==> src/rtl/resp_framer_if.sv <==
// Bundles the two handshakes around the response framer: result intake
// from the ALU side and the byte stream towards the UART transmitter.
// Names carry the framer's point of view (_i into the framer, _o out of it).
interface resp_framer_if #(
    parameter int MAX_BYTES = 8
);
    logic [7:0]             opcode_i;
    logic [8*MAX_BYTES-1:0] result_i;
    logic [3:0]             nbytes_i;
    logic                   valid_i;
    logic                   ready_o;
    logic [7:0]             data_o;
    logic                   valid_o;
    logic                   ready_i;
    logic                   busy_o;

    // Framer side.
    modport slave (
        input  opcode_i, result_i, nbytes_i, valid_i, ready_i,
        output ready_o, data_o, valid_o, busy_o
    );

    // Producer/consumer side (ALU feeding results, UART draining bytes).
    modport master (
        output opcode_i, result_i, nbytes_i, valid_i, ready_i,
        input  ready_o, data_o, valid_o, busy_o
    );
endinterface

==> src/rtl/resp_framer.sv <==
// Response framer: latches one result and emits it as
// opcode, reserved, len_lsb, len_msb, payload (LSB first).
// All outputs come straight from registers, so nothing on the TX side
// depends combinationally on any input.
module resp_framer #(
    parameter int         MAX_BYTES = 8,
    parameter logic [7:0] RSVD_BYTE = 8'h00
) (
    input  logic          clk,
    input  logic          rst_n,
    resp_framer_if.slave  bus
);
    localparam int CW = (MAX_BYTES > 1) ? $clog2(MAX_BYTES) : 1;
    localparam int NW = $clog2(MAX_BYTES + 1);

    typedef enum logic [2:0] {
        IDLE, HDR_OP, HDR_RSV, HDR_LSB, HDR_MSB, DATA
    } state_t;

    state_t                 state_q;
    logic [7:0]             op_q;
    logic [8*MAX_BYTES-1:0] res_q;
    logic [NW-1:0]          n_q;
    logic [CW-1:0]          cnt_q;
    logic                   valid_q;
    logic [7:0]             data_q;
    logic                   ready_q;
    logic                   busy_q;

    logic [NW-1:0]          n_d;
    logic [CW-1:0]          cnt_d;
    logic [15:0]            len_d;
    logic                   tx_fire;
    logic                   last_data;
    logic [7:0]             byte_w [MAX_BYTES];

    // Split the latched result word into addressable bytes.
    generate
        for (genvar gi = 0; gi < MAX_BYTES; gi++) begin : g_bytes
            assign byte_w[gi] = res_q[8*gi +: 8];
        end
    endgenerate

    // Clamp the requested count, derive frame length and transfer/last flags.
    always_comb begin
        n_d       = (32'(bus.nbytes_i) > MAX_BYTES) ? NW'(MAX_BYTES) : NW'(bus.nbytes_i);
        cnt_d     = cnt_q + CW'(1);
        len_d     = 16'd4 + 16'(n_q);
        tx_fire   = valid_q && bus.ready_i;
        last_data = (NW'(cnt_q) == (n_q - NW'(1)));
    end

    // Frame sequencer; each output byte is preloaded into data_q on the
    // transfer that retires the previous one.
    always_ff @(posedge clk or negedge rst_n) begin
        if (!rst_n) begin
            state_q <= IDLE;
            op_q    <= '0;
            res_q   <= '0;
            n_q     <= '0;
            cnt_q   <= '0;
            valid_q <= 1'b0;
            data_q  <= 8'h00;
            ready_q <= 1'b1;
            busy_q  <= 1'b0;
        end else begin
            case (state_q)
                IDLE: begin
                    if (bus.valid_i && ready_q) begin
                        op_q    <= bus.opcode_i;
                        res_q   <= bus.result_i;
                        n_q     <= n_d;
                        cnt_q   <= '0;
                        data_q  <= bus.opcode_i;
                        valid_q <= 1'b1;
                        ready_q <= 1'b0;
                        busy_q  <= 1'b1;
                        state_q <= HDR_OP;
                    end
                end
                HDR_OP: begin
                    if (tx_fire) begin
                        data_q  <= RSVD_BYTE;
                        state_q <= HDR_RSV;
                    end
                end
                HDR_RSV: begin
                    if (tx_fire) begin
                        data_q  <= len_d[7:0];
                        state_q <= HDR_LSB;
                    end
                end
                HDR_LSB: begin
                    if (tx_fire) begin
                        data_q  <= len_d[15:8];
                        state_q <= HDR_MSB;
                    end
                end
                HDR_MSB: begin
                    if (tx_fire) begin
                        if (n_q != '0) begin
                            cnt_q   <= '0;
                            data_q  <= byte_w[0];
                            state_q <= DATA;
                        end else begin
                            data_q  <= 8'h00;
                            valid_q <= 1'b0;
                            ready_q <= 1'b1;
                            busy_q  <= 1'b0;
                            state_q <= IDLE;
                        end
                    end
                end
                DATA: begin
                    if (tx_fire) begin
                        if (last_data) begin
                            cnt_q   <= '0;
                            data_q  <= 8'h00;
                            valid_q <= 1'b0;
                            ready_q <= 1'b1;
                            busy_q  <= 1'b0;
                            state_q <= IDLE;
                        end else begin
                            cnt_q  <= cnt_d;
                            data_q <= byte_w[cnt_d];
                        end
                    end
                end
                default: begin
                    valid_q <= 1'b0;
                    ready_q <= 1'b1;
                    busy_q  <= 1'b0;
                    state_q <= IDLE;
                end
            endcase
        end
    end

    assign bus.valid_o = valid_q;
    assign bus.data_o  = data_q;
    assign bus.ready_o = ready_q;
    assign bus.busy_o  = busy_q;
endmodule

==> src/flat_wrapper.sv <==
// flat-port wrapper written by rule: the top's interface ports become plain ports
module resp_framer_flat 
#(
    parameter int         MAX_BYTES = 8,
    parameter logic [7:0] RSVD_BYTE = 8'h00
)
  (clk, rst_n, bus_opcode_i, bus_result_i, bus_nbytes_i, bus_valid_i, bus_ready_i, bus_ready_o, bus_data_o, bus_valid_o, bus_busy_o);
  resp_framer_if #(.MAX_BYTES(MAX_BYTES)) bus_i ();
  input  logic clk;
  input  logic rst_n;
  input wire logic [$bits(bus_i.opcode_i)-1:0] bus_opcode_i;
  input wire logic [$bits(bus_i.result_i)-1:0] bus_result_i;
  input wire logic [$bits(bus_i.nbytes_i)-1:0] bus_nbytes_i;
  input wire logic [$bits(bus_i.valid_i)-1:0] bus_valid_i;
  input wire logic [$bits(bus_i.ready_i)-1:0] bus_ready_i;
  output wire logic [$bits(bus_i.ready_o)-1:0] bus_ready_o;
  output wire logic [$bits(bus_i.data_o)-1:0] bus_data_o;
  output wire logic [$bits(bus_i.valid_o)-1:0] bus_valid_o;
  output wire logic [$bits(bus_i.busy_o)-1:0] bus_busy_o;
  assign bus_i.opcode_i = bus_opcode_i;
  assign bus_i.result_i = bus_result_i;
  assign bus_i.nbytes_i = bus_nbytes_i;
  assign bus_i.valid_i = bus_valid_i;
  assign bus_i.ready_i = bus_ready_i;
  assign bus_ready_o = bus_i.ready_o;
  assign bus_data_o = bus_i.data_o;
  assign bus_valid_o = bus_i.valid_o;
  assign bus_busy_o = bus_i.busy_o;
  resp_framer #(.MAX_BYTES(MAX_BYTES), .RSVD_BYTE(RSVD_BYTE)) u_core (.clk(clk), .rst_n(rst_n), .bus(bus_i));
endmodule
==> config.mk <==
export PLATFORM = sky130hd
export DESIGN_NAME = resp_framer_flat
export DESIGN_NICKNAME = d
export VERILOG_FILES = /design/src/rtl/resp_framer_if.sv /design/src/rtl/resp_framer.sv /design/src/flat_wrapper.sv
export SDC_FILE = /design/constraint.sdc
export NUM_CORES = 1
export LEC_CHECK = 0
export ABC_CLOCK_PERIOD_IN_PS = 4900
export CELL_PAD_IN_SITES_DETAIL_PLACEMENT = 0
export CELL_PAD_IN_SITES_GLOBAL_PLACEMENT = 1
export CORE_MARGIN = 5
export CORE_UTILIZATION = 42
export DETAILED_ROUTE_END_ITERATION = 6
export PLACE_DENSITY = 0.91
export SKIP_CTS_REPAIR_TIMING = 1
export SLEW_MARGIN = 20
export SYNTH_ARGS = -nofsm -noshare
export SYNTH_HDL_FRONTEND = slang
export SYNTH_SLANG_ARGS = --single-unit
export TNS_END_PERCENT = 5
==> constraint.sdc <==
create_clock -name clk -period 4.9 [get_ports clk]
set_input_delay 1.225 -clock clk [delete_from_list [all_inputs] [get_ports clk]]
set_output_delay 1.225 -clock clk [all_outputs]
set_load 0.05 [all_outputs]
==> flow_summary.ini <==
[power_and_ir_drop]
p_comb_frac = 0.064
fin_total_pwr_mw = 1.30
p_per_area_nw_per_um2 = 239
power.internal_mw = 1.04
p_leak_nw = 2.77
seqPwrFrac = 0.533
p_sw_mw = 0.263
switching_share = 0.202
power_frac_clock = 0.403
peakVddDrop_uv = 114

[finish]
final_util = 0.535
fin_area_um2 = 5450
antenna-diode-count = 0
nNetsFinal = 619
nFillCells = 911
stdcell_count = 674
drive_gt1_frac = 0.0855
syn2layout_area_growth_pct = 25.3

[worst_setup_path]
crit_chain = ha_1, xor2_2, mux4_2, mux2_2, a221o_1
worstSetupPathType = flip-flop to flip-flop
crit_slowest_cell = dfrtp_1
cp_slowest_stage_delay_ps = 890
cp_max_fo = 17
end_kind = flip-flop
path_buf_inv = 0
startpoint_type = flip-flop
cp_top_family = flip-flops
crit_arrival_ps = 3450
cp.required_ps = 5130

[global_routing]
overflow = 0
grt_start_max_net_pins = 85
antenna_found_initial = 0
grt_pass1_wl_mm = 17.5
grt_usage = 0.171
grt_pass1_vias = 3543

[drt]
vias = 3415
postRouteWirelength_mm = 10.2
drtPass1Iterations = 5
wl_met3_um = 507
drc = 0
wire_per_inst_um = 15.1
met1_length_mm = 4.71
ant_nets = 0
drt_iter0_drc = 161
routed_via_density = 5.07
top_layer = met4
met2_length_mm = 4.80

[cts]
cts_buffers = 9
clk_latency_ps = 340
htreeDepth = 3
cts_tree = built
cts_root_buf = clkbuf_8
clock_sinks = 84
cts_buffer_depth = 2
clk_pin_slew_ps = 80

[sta]
worst_pin_slew_ps = 1040
whs_ps = 476
drv_slew = 0
slew_headroom = 0.308
rsz0062_at_grt = no
finClkSkew_ps = 8.77
setup_viol = 0
period_share = 0.659
fin_tns_setup_ps = 0
finalHoldViolCount = 0
min_period_ps = 3230
fmaxAchievable_mhz = 310
setup_slack_ps = 1670

[logic_synthesis]
syn-num-nets = 544
synth-async-reset-ratio = 1.00
syn_area_um2 = 4350
avgSynthCellArea_um2 = 9.47
ys.warnings.count = 0
synth_seq_cells = 84
synth_edf_count = 0
ys_seq_area_frac = 0.484
netlist_instances = 459
ys.flop_type = dfrtp_1
yosysUniqueCellTypes = 50

[placed_design]
port_buffers = 90
dp_hpwl_mm = 7.37
dp_slack_ps = 1450
place_inst = 659
dpl-instance-area_um2 = 5230
place_congestion = 0.802

[job]
drv_cap = 0

[die]
initial_core_util = 0.427
fp.dieArea_um2 = 12500
io_pins = 91
die_w_um = 112
core_um2 = 10200
die_height_um = 112
row_count = 37

[hold_path]
hold_path.class = flip-flop to flip-flop

[status]
status = finished clean
==> routing by layer <==
layer | GRT usage | vias to the layer above
met5 | 0 | -
met4 | 0.0608 | 0
met3 | 0.0315 | 15
met1 | 0.236 | 1616
met2 | 0.271 | 97
li1 | - | 1687
==> worst paths after layout <==
check                           slack, ps                               end  depth (start not counted)                          from
worst max-delay path                 1670  u_core.bus.data_o[1]$_DFFE_PN0P_                          5   u_core.cnt_q[0]$_DFFE_PN0P_
min in group asynchronous             920      u_core.res_q[60]$_DFFE_PN0P_                          1                         rst_n
worst max register to register       1670  u_core.bus.data_o[1]$_DFFE_PN0P_                          5   u_core.cnt_q[0]$_DFFE_PN0P_
worst min-delay path                  480      u_core.res_q[58]$_DFFE_PN0P_                          2  u_core.res_q[58]$_DFFE_PN0P_
worst min register to register        480      u_core.res_q[58]$_DFFE_PN0P_                          2  u_core.res_q[58]$_DFFE_PN0P_
max in group asynchronous            3470  u_core.bus.data_o[0]$_DFFE_PN0P_                          1                         rst_n
==> tightest hold or removal path: cells and delay by family, from the launching register on <==
| kind | cells | cell delay [ps] |
|---|---|---|
| simple gates | 2 | 100 |
| flops | 1 | 350 |
==> flip-flops by register name (all words and copies together), names as in the netlist <==
name and count:
u_core.bus.busy_o 1, u_core.bus.data_o 8, u_core.bus.ready_o 1, u_core.cnt_q 3, u_core.n_q 4, u_core.res_q 64
u_core.state_q 3
==> cells by family (layout without fill, tap and decap cells) <==
| logic type | count (synthesis) | after routing | share of synthesized area |
|---|---|---|---|
| adder cells (fa/ha/maj) | 5 | 5 | 0.0144 |
| flip-flops | 84 | 84 | 0.484 |
| XOR/XNOR | 6 | 6 | 0.0138 |
| AO/OA/AOI/OAI | 60 | 60 | 0.100 |
| multiplexers | 33 | 33 | 0.112 |
| AND/OR/NAND/NOR | 234 | 234 | 0.220 |
| buffers and inverters | 37 | 116 | 0.0547 |
==> Yosys cell counts, types with 2 or more instances <==
| cell | instances | area [um^2] |
|---|---|---|
| a21o_1 | 3 | 22.5 |
| a21oi_1 | 8 | 40.0 |
| a221o_1 | 5 | 50.1 |
| a22o_1 | 5 | 43.8 |
| a22oi_1 | 11 | 82.6 |
| a31oi_1 | 4 | 25.0 |
| and2_2 | 2 | 15.0 |
| and2b_2 | 2 | 17.5 |
| buf_2 | 12 | 60.1 |
| buf_6 | 3 | 33.8 |
| clkbuf_1 | 7 | 26.3 |
| clkbuf_8 | 3 | 41.3 |
| dfrtp_1 | 83 | 2080 |
| ha_1 | 5 | 62.6 |
| inv_1 | 9 | 33.8 |
| mux2_2 | 11 | 124 |
| mux2i_1 | 12 | 120 |
| mux4_1 | 5 | 131 |
| mux4_2 | 5 | 113 |
| nand2_1 | 205 | 769 |
| nand3_1 | 3 | 15.0 |
| nand3b_1 | 3 | 22.5 |
| nor2_1 | 11 | 41.3 |
| o21ai_0 | 10 | 50.1 |
| o22ai_1 | 3 | 18.8 |
| o31ai_1 | 2 | 15.0 |
| xnor2_1 | 3 | 26.3 |
| xor2_1 | 2 | 17.5 |
==> cell usage in the layout (no fill, tap or decap), drive strengths merged, types with 2 or more instances in the layout <==
cell           instances
and2b                  2
nand3b                 3
a22oi                 11
a22o                   5
dfrtp                 83
o21ai                 11
o31ai                  2
a31oi                  4
ha                     5
mux2                  11
xor2                   3
a21oi                 10
mux4                  10
nor2b                  2
o22ai                  3
clkbuf                11
nor4                   2
mux2i                 12
inv                   10
nor2                  11
clkdlybuf4s50         89
a21o                   3
bufinv                 2
xnor2                  3
buf                    3
and2                   2
nand3                  3
nand2                205
a221o                  5
==> power groups by stage <==
stage / clock network (mW) / logic [mW] / registers, mW
floorplan: 0 / 0.00462 / 0.707
global placement: 0 / 0.0829 / 0.706
detailed placement: 0 / 0.0833 / 0.706
CTS: 0.534 / 0.0841 / 0.693
global route: 0.565 / 0.0901 / 0.693
finish: 0.524 / 0.0829 / 0.693
==> area by class of cell <==
cell class              count  area [um^2]  area share
clock buffers              11          131      0.0241
clock inverters             4         73.8      0.0136
inverters                   9         33.8     0.00620
multi-input cells         338         2020       0.370
flip-flops and latches     84         2100       0.386
well taps                 136          170      0.0312
repair buffers             92          917       0.168
No activity file was read; power rests on OpenSTA's default activity.
